$ cat config.mk
export PLATFORM = sky130hd
export DESIGN_NAME = full_sub
export DESIGN_NICKNAME = d
export VERILOG_FILES = /design/src/rtl/full_sub.sv
export SDC_FILE = /design/constraint.sdc
export NUM_CORES = 1
export LEC_CHECK = 0
export ABC_AREA = 1
export BUFFER_PORTS_ARGS = -buffer_cell sky130_fd_sc_hd__buf_2
export CORE_AREA = 2 2 39 41
export CTS_BUF_LIST = sky130_fd_sc_hd__clkbuf_8
export DETAILED_ROUTE_END_ITERATION = 16
export DIE_AREA = 0 0 41 43
export MAX_ROUTING_LAYER = met4
export PLACE_DENSITY = 0.45
export REMOVE_ABC_BUFFERS = 1
export SKIP_CTS_REPAIR_TIMING = 1
export SYNTH_ARGS = -nofsm -noshare
export SYNTH_HDL_FRONTEND = slang
export SYNTH_SLANG_ARGS = --single-unit
export TNS_END_PERCENT = 100
$ cat constraint.sdc
create_clock -name clk -period 1.4 [get_ports clk]
set_input_delay 0.14 -clock clk [delete_from_list [all_inputs] [get_ports clk]]
set_output_delay 0.14 -clock clk [all_outputs]
set_load 0.01 [all_outputs]
$ cat src/rtl/full_sub.sv
// Registered full subtractor: diff = A - B - bi with borrow-out and signed overflow.
// The borrow of each accepted operation is kept so the next one can chain from it.
module full_sub #(
  parameter int unsigned WIDTH = 1
) (
  input  logic             clk,
  input  logic             rst_n,
  input  logic             in_valid,
  input  logic             chain_en,
  input  logic [WIDTH-1:0] A,
  input  logic [WIDTH-1:0] B,
  input  logic             Bin,
  output logic [WIDTH-1:0] diff,
  output logic             borrow,
  output logic             overflow,
  output logic             out_valid
);

  localparam int unsigned XW = WIDTH + 1;

  logic             bq;
  logic             bi_c;
  logic [XW-1:0]    wide_c;
  logic [WIDTH-1:0] diff_c;
  logic             borrow_c;
  logic             ovf_c;

  // One extra bit on top catches the unsigned borrow without truncating B + bi.
  always_comb begin
    bi_c     = chain_en ? bq : Bin;
    wide_c   = {1'b0, A} - {1'b0, B} - XW'(bi_c);
    diff_c   = wide_c[WIDTH-1:0];
    borrow_c = wide_c[WIDTH];
    ovf_c    = (A[WIDTH-1] != B[WIDTH-1]) && (diff_c[WIDTH-1] != A[WIDTH-1]);
  end

  // Results and chain borrow update only on accepted operations; idle cycles hold them.
  always_ff @(posedge clk or negedge rst_n) begin
    if (!rst_n) begin
      diff      <= '0;
      borrow    <= 1'b0;
      overflow  <= 1'b0;
      out_valid <= 1'b0;
      bq        <= 1'b0;
    end else if (in_valid) begin
      diff      <= diff_c;
      borrow    <= borrow_c;
      overflow  <= ovf_c;
      out_valid <= 1'b1;
      bq        <= borrow_c;
    end else begin
      out_valid <= 1'b0;
    end
  end

endmodule

==> flow_summary.yaml <==
global_routing:
  antenna_found_initial: 0
  track_usage: 0.0620
  grt-ovfl-total: 0
  grt_pass1_wl_um: 669
  grt_pass1_vias: 176
  grt_max_degree: 6
synthesis:
  yosysTopAreaCell: "dfrtp_1"
  syn_area_um2: 195
  synth_top_cells_by_area: "dfrtp_1, nand2_1, fa_1"
  yosysSeqAreaShare: 0.513
  yosys_warnings: 0
  ys_ff_latch: 4
  syn_area_per_cell_um2: 8.87
  syn-instance-count: 22
  synth_top_area_share: 0.513
  synth_cell_types: 11
timing:
  tightest_slew_ps: 125
  rsz0062_at_grt: "true"
  hold_viol: 0
  setup_ws_ps: -42.4
  final_max_slew_viol_count: 0
  clock.fmax_mhz: 693
  period_needed_ps: 1440
  slew_headroom: 0.916
  tns_ps: -42.4
  clock_skew_ps: 2.25
  setup_violations: 1
  final.period_utilization: 1.03
setup_path:
  crit_required_ps: 1500
  slowest_stage: "fa_1"
  slowest_delay_ps: 590
  crit_path_end_kind: "flop"
  r2r_end: "overflow"
  critical_path.max_fanout: 3
  crit_chain: "inv_2 -> a21oi_2 -> fa_1 -> inv_2 -> nand3_2 -> nand2_1 -> nand2_1 -> nand2_1"
  r2r_cells: 8
  r2r_slack_ps: -40
  cp.arrival_ps: 1540
  critPathMostFrequentCell: "nand2_1"
  crit_type: "flop to flop"
  reg2reg_from: "borrow"
  start_kind: "flop"
finish:
  fin_cells: 53
  drive_above_1_share: 0.541
  num-nets-final: 47
  final_core_util: 0.240
  n_antenna_cell: 0
  design_area_um2: 332
  areaGrowthSynthToFinish_pct: 69.9
die:
  core-area_um2: 1380
  die_h_um: 43
  die_x_um: 41
  die_area_um2: 1760
  num_io_pins: 11
  start_util: 0.141
  rows: 14
clocking:
  cts_buffer_depth: 2
  clkLatencyLatePin_ps: 210
  htreeDepth: 1
  root_buffer: "clkbuf_8"
  cts.sink_count: 4
  cts_tree: "done"
  numCtsBuffers: 3
  path_clk_slew_ps: 30
hold_path:
  hold_end: "out_valid"
  hp-class: "primary input to flop"
  worstHoldStart: "in_valid"
  hold_depth: 1
detailed_routing:
  routed_wl_um: 434
  drt_iter0_drc: 0
  viasPerCell: 3.43
  ant_nets: 0
  dr_total_vias: 182
  drc: 0
  drt_pre_antenna_iters: 1
  wl_per_cell_um: 8.19
place:
  portBuffers: 10
  gp_congestion: 0.663
  dp_cells: 48
  placed_cell_area_um2: 265
  pre_cts_ws_ps: -21.5
power:
  p_leak_nw: 0.180
  cellPowerDensity_nw_per_um2: 1410
  ir_drop_v: 0.000487
job:
  drv_cap: 0
status:
  status: "finished with violations"
  violations: "setup timing"
-- sequential cells by signal, indices dropped and copies added (netlist names) --
signal	count
borrow	1
diff	1
out_valid	1
overflow	1
-- Yosys cell counts --
cell type  n
nand2_1    6
inv_2      1
o21ai_0    1
inv_1      4
a21oi_1    1
nand3_1    1
fa_1       1
nand3_2    1
o21ai_1    1
nor2_1     1
dfrtp_1    4
-- through the flow --
stage | power [mW] | hold slack [ps]
5_1_grt | 0.498 | 98.0
3_3_place_gp | 0.211 | -50.0
4_1_cts | 0.463 | -280
3_5_place_dp | 0.212 | -49.7
2_1_floorplan | 0.178 | -156
6_report | 0.468 | 94.8
-- power breakdown --
| part | switching [mW] | internal (mW) |
|---|---|---|
| clock | 0.0569 | 0.183 |
| combinational | 0.0474 | 0.0427 |
| sequential | 0.00707 | 0.131 |
| total | 0.111 | 0.357 |
-- layout by cell type (no fill, tap or decap) --
master         synthesis  final
fa_1                   1      1
dlygate4sd3_1          0      1
nand3_1                1      1
nand3_2                1      1
inv_2                  1      3
clkbuf_8               0      3
buf_2                  0     10
buf_4                  0      1
o21ai_0                1      1
dfrtp_1                4      4
o21ai_2                0      1
a21oi_2                0      1
inv_1                  4      2
nor2_1                 1      1
nand2_1                6      6
-- final cells by class --
cell class / count / area (µm²)
Inverter: 5 / 18.8
Sequential cell: 4 / 100
Timing Repair Buffer: 12 / 67.6
Multi-Input combinational cell: 13 / 83.8
Fill cell: 165 / 1050
Clock buffer: 3 / 41.3
Tap cell: 16 / 20.0
-- kinds of logic after synthesis --
| kind of cell | after synthesis | synth area share |
|---|---|---|
| AO/OA/AOI/OAI | 3 | 0.0768 |
| AND/OR/NAND/NOR | 9 | 0.211 |
| adder cells (fa/ha/maj) | 1 | 0.103 |
| buffers and inverters | 5 | 0.0961 |
| flip-flops | 4 | 0.513 |
-- routing by layer --
layer	part of all wire	vias up	GRT usage	wire [µm]
met3	0.074	0	0.0314	32
met2	0.51	6	0.0781	221
met1	0.41	80	0.0651	179
li1	-	96	-	-
met4	0	0	0.0600	0
met5	0	-	-	0
-- critical path, delay by kind of cell, from the launching register on --
kind / cells / cell delay (ps)
buf+inv: 2 / 120
compound gates: 1 / 60
flops: 1 / 380
fa+ha+maj: 1 / 590
simple gates: 4 / 190
-- how the worst max path moves through the flow --
stage,slack [ps],from,cells after the start,end
finish,-40,borrow,8,overflow
global route,-130,borrow,8,overflow
CTS,-30,borrow,8,overflow
detailed placement,-20,borrow,8,overflow
global placement,-8,borrow,8,overflow
floorplan,20,borrow,8,overflow
Note: power is estimated with default switching activity, not from simulation.
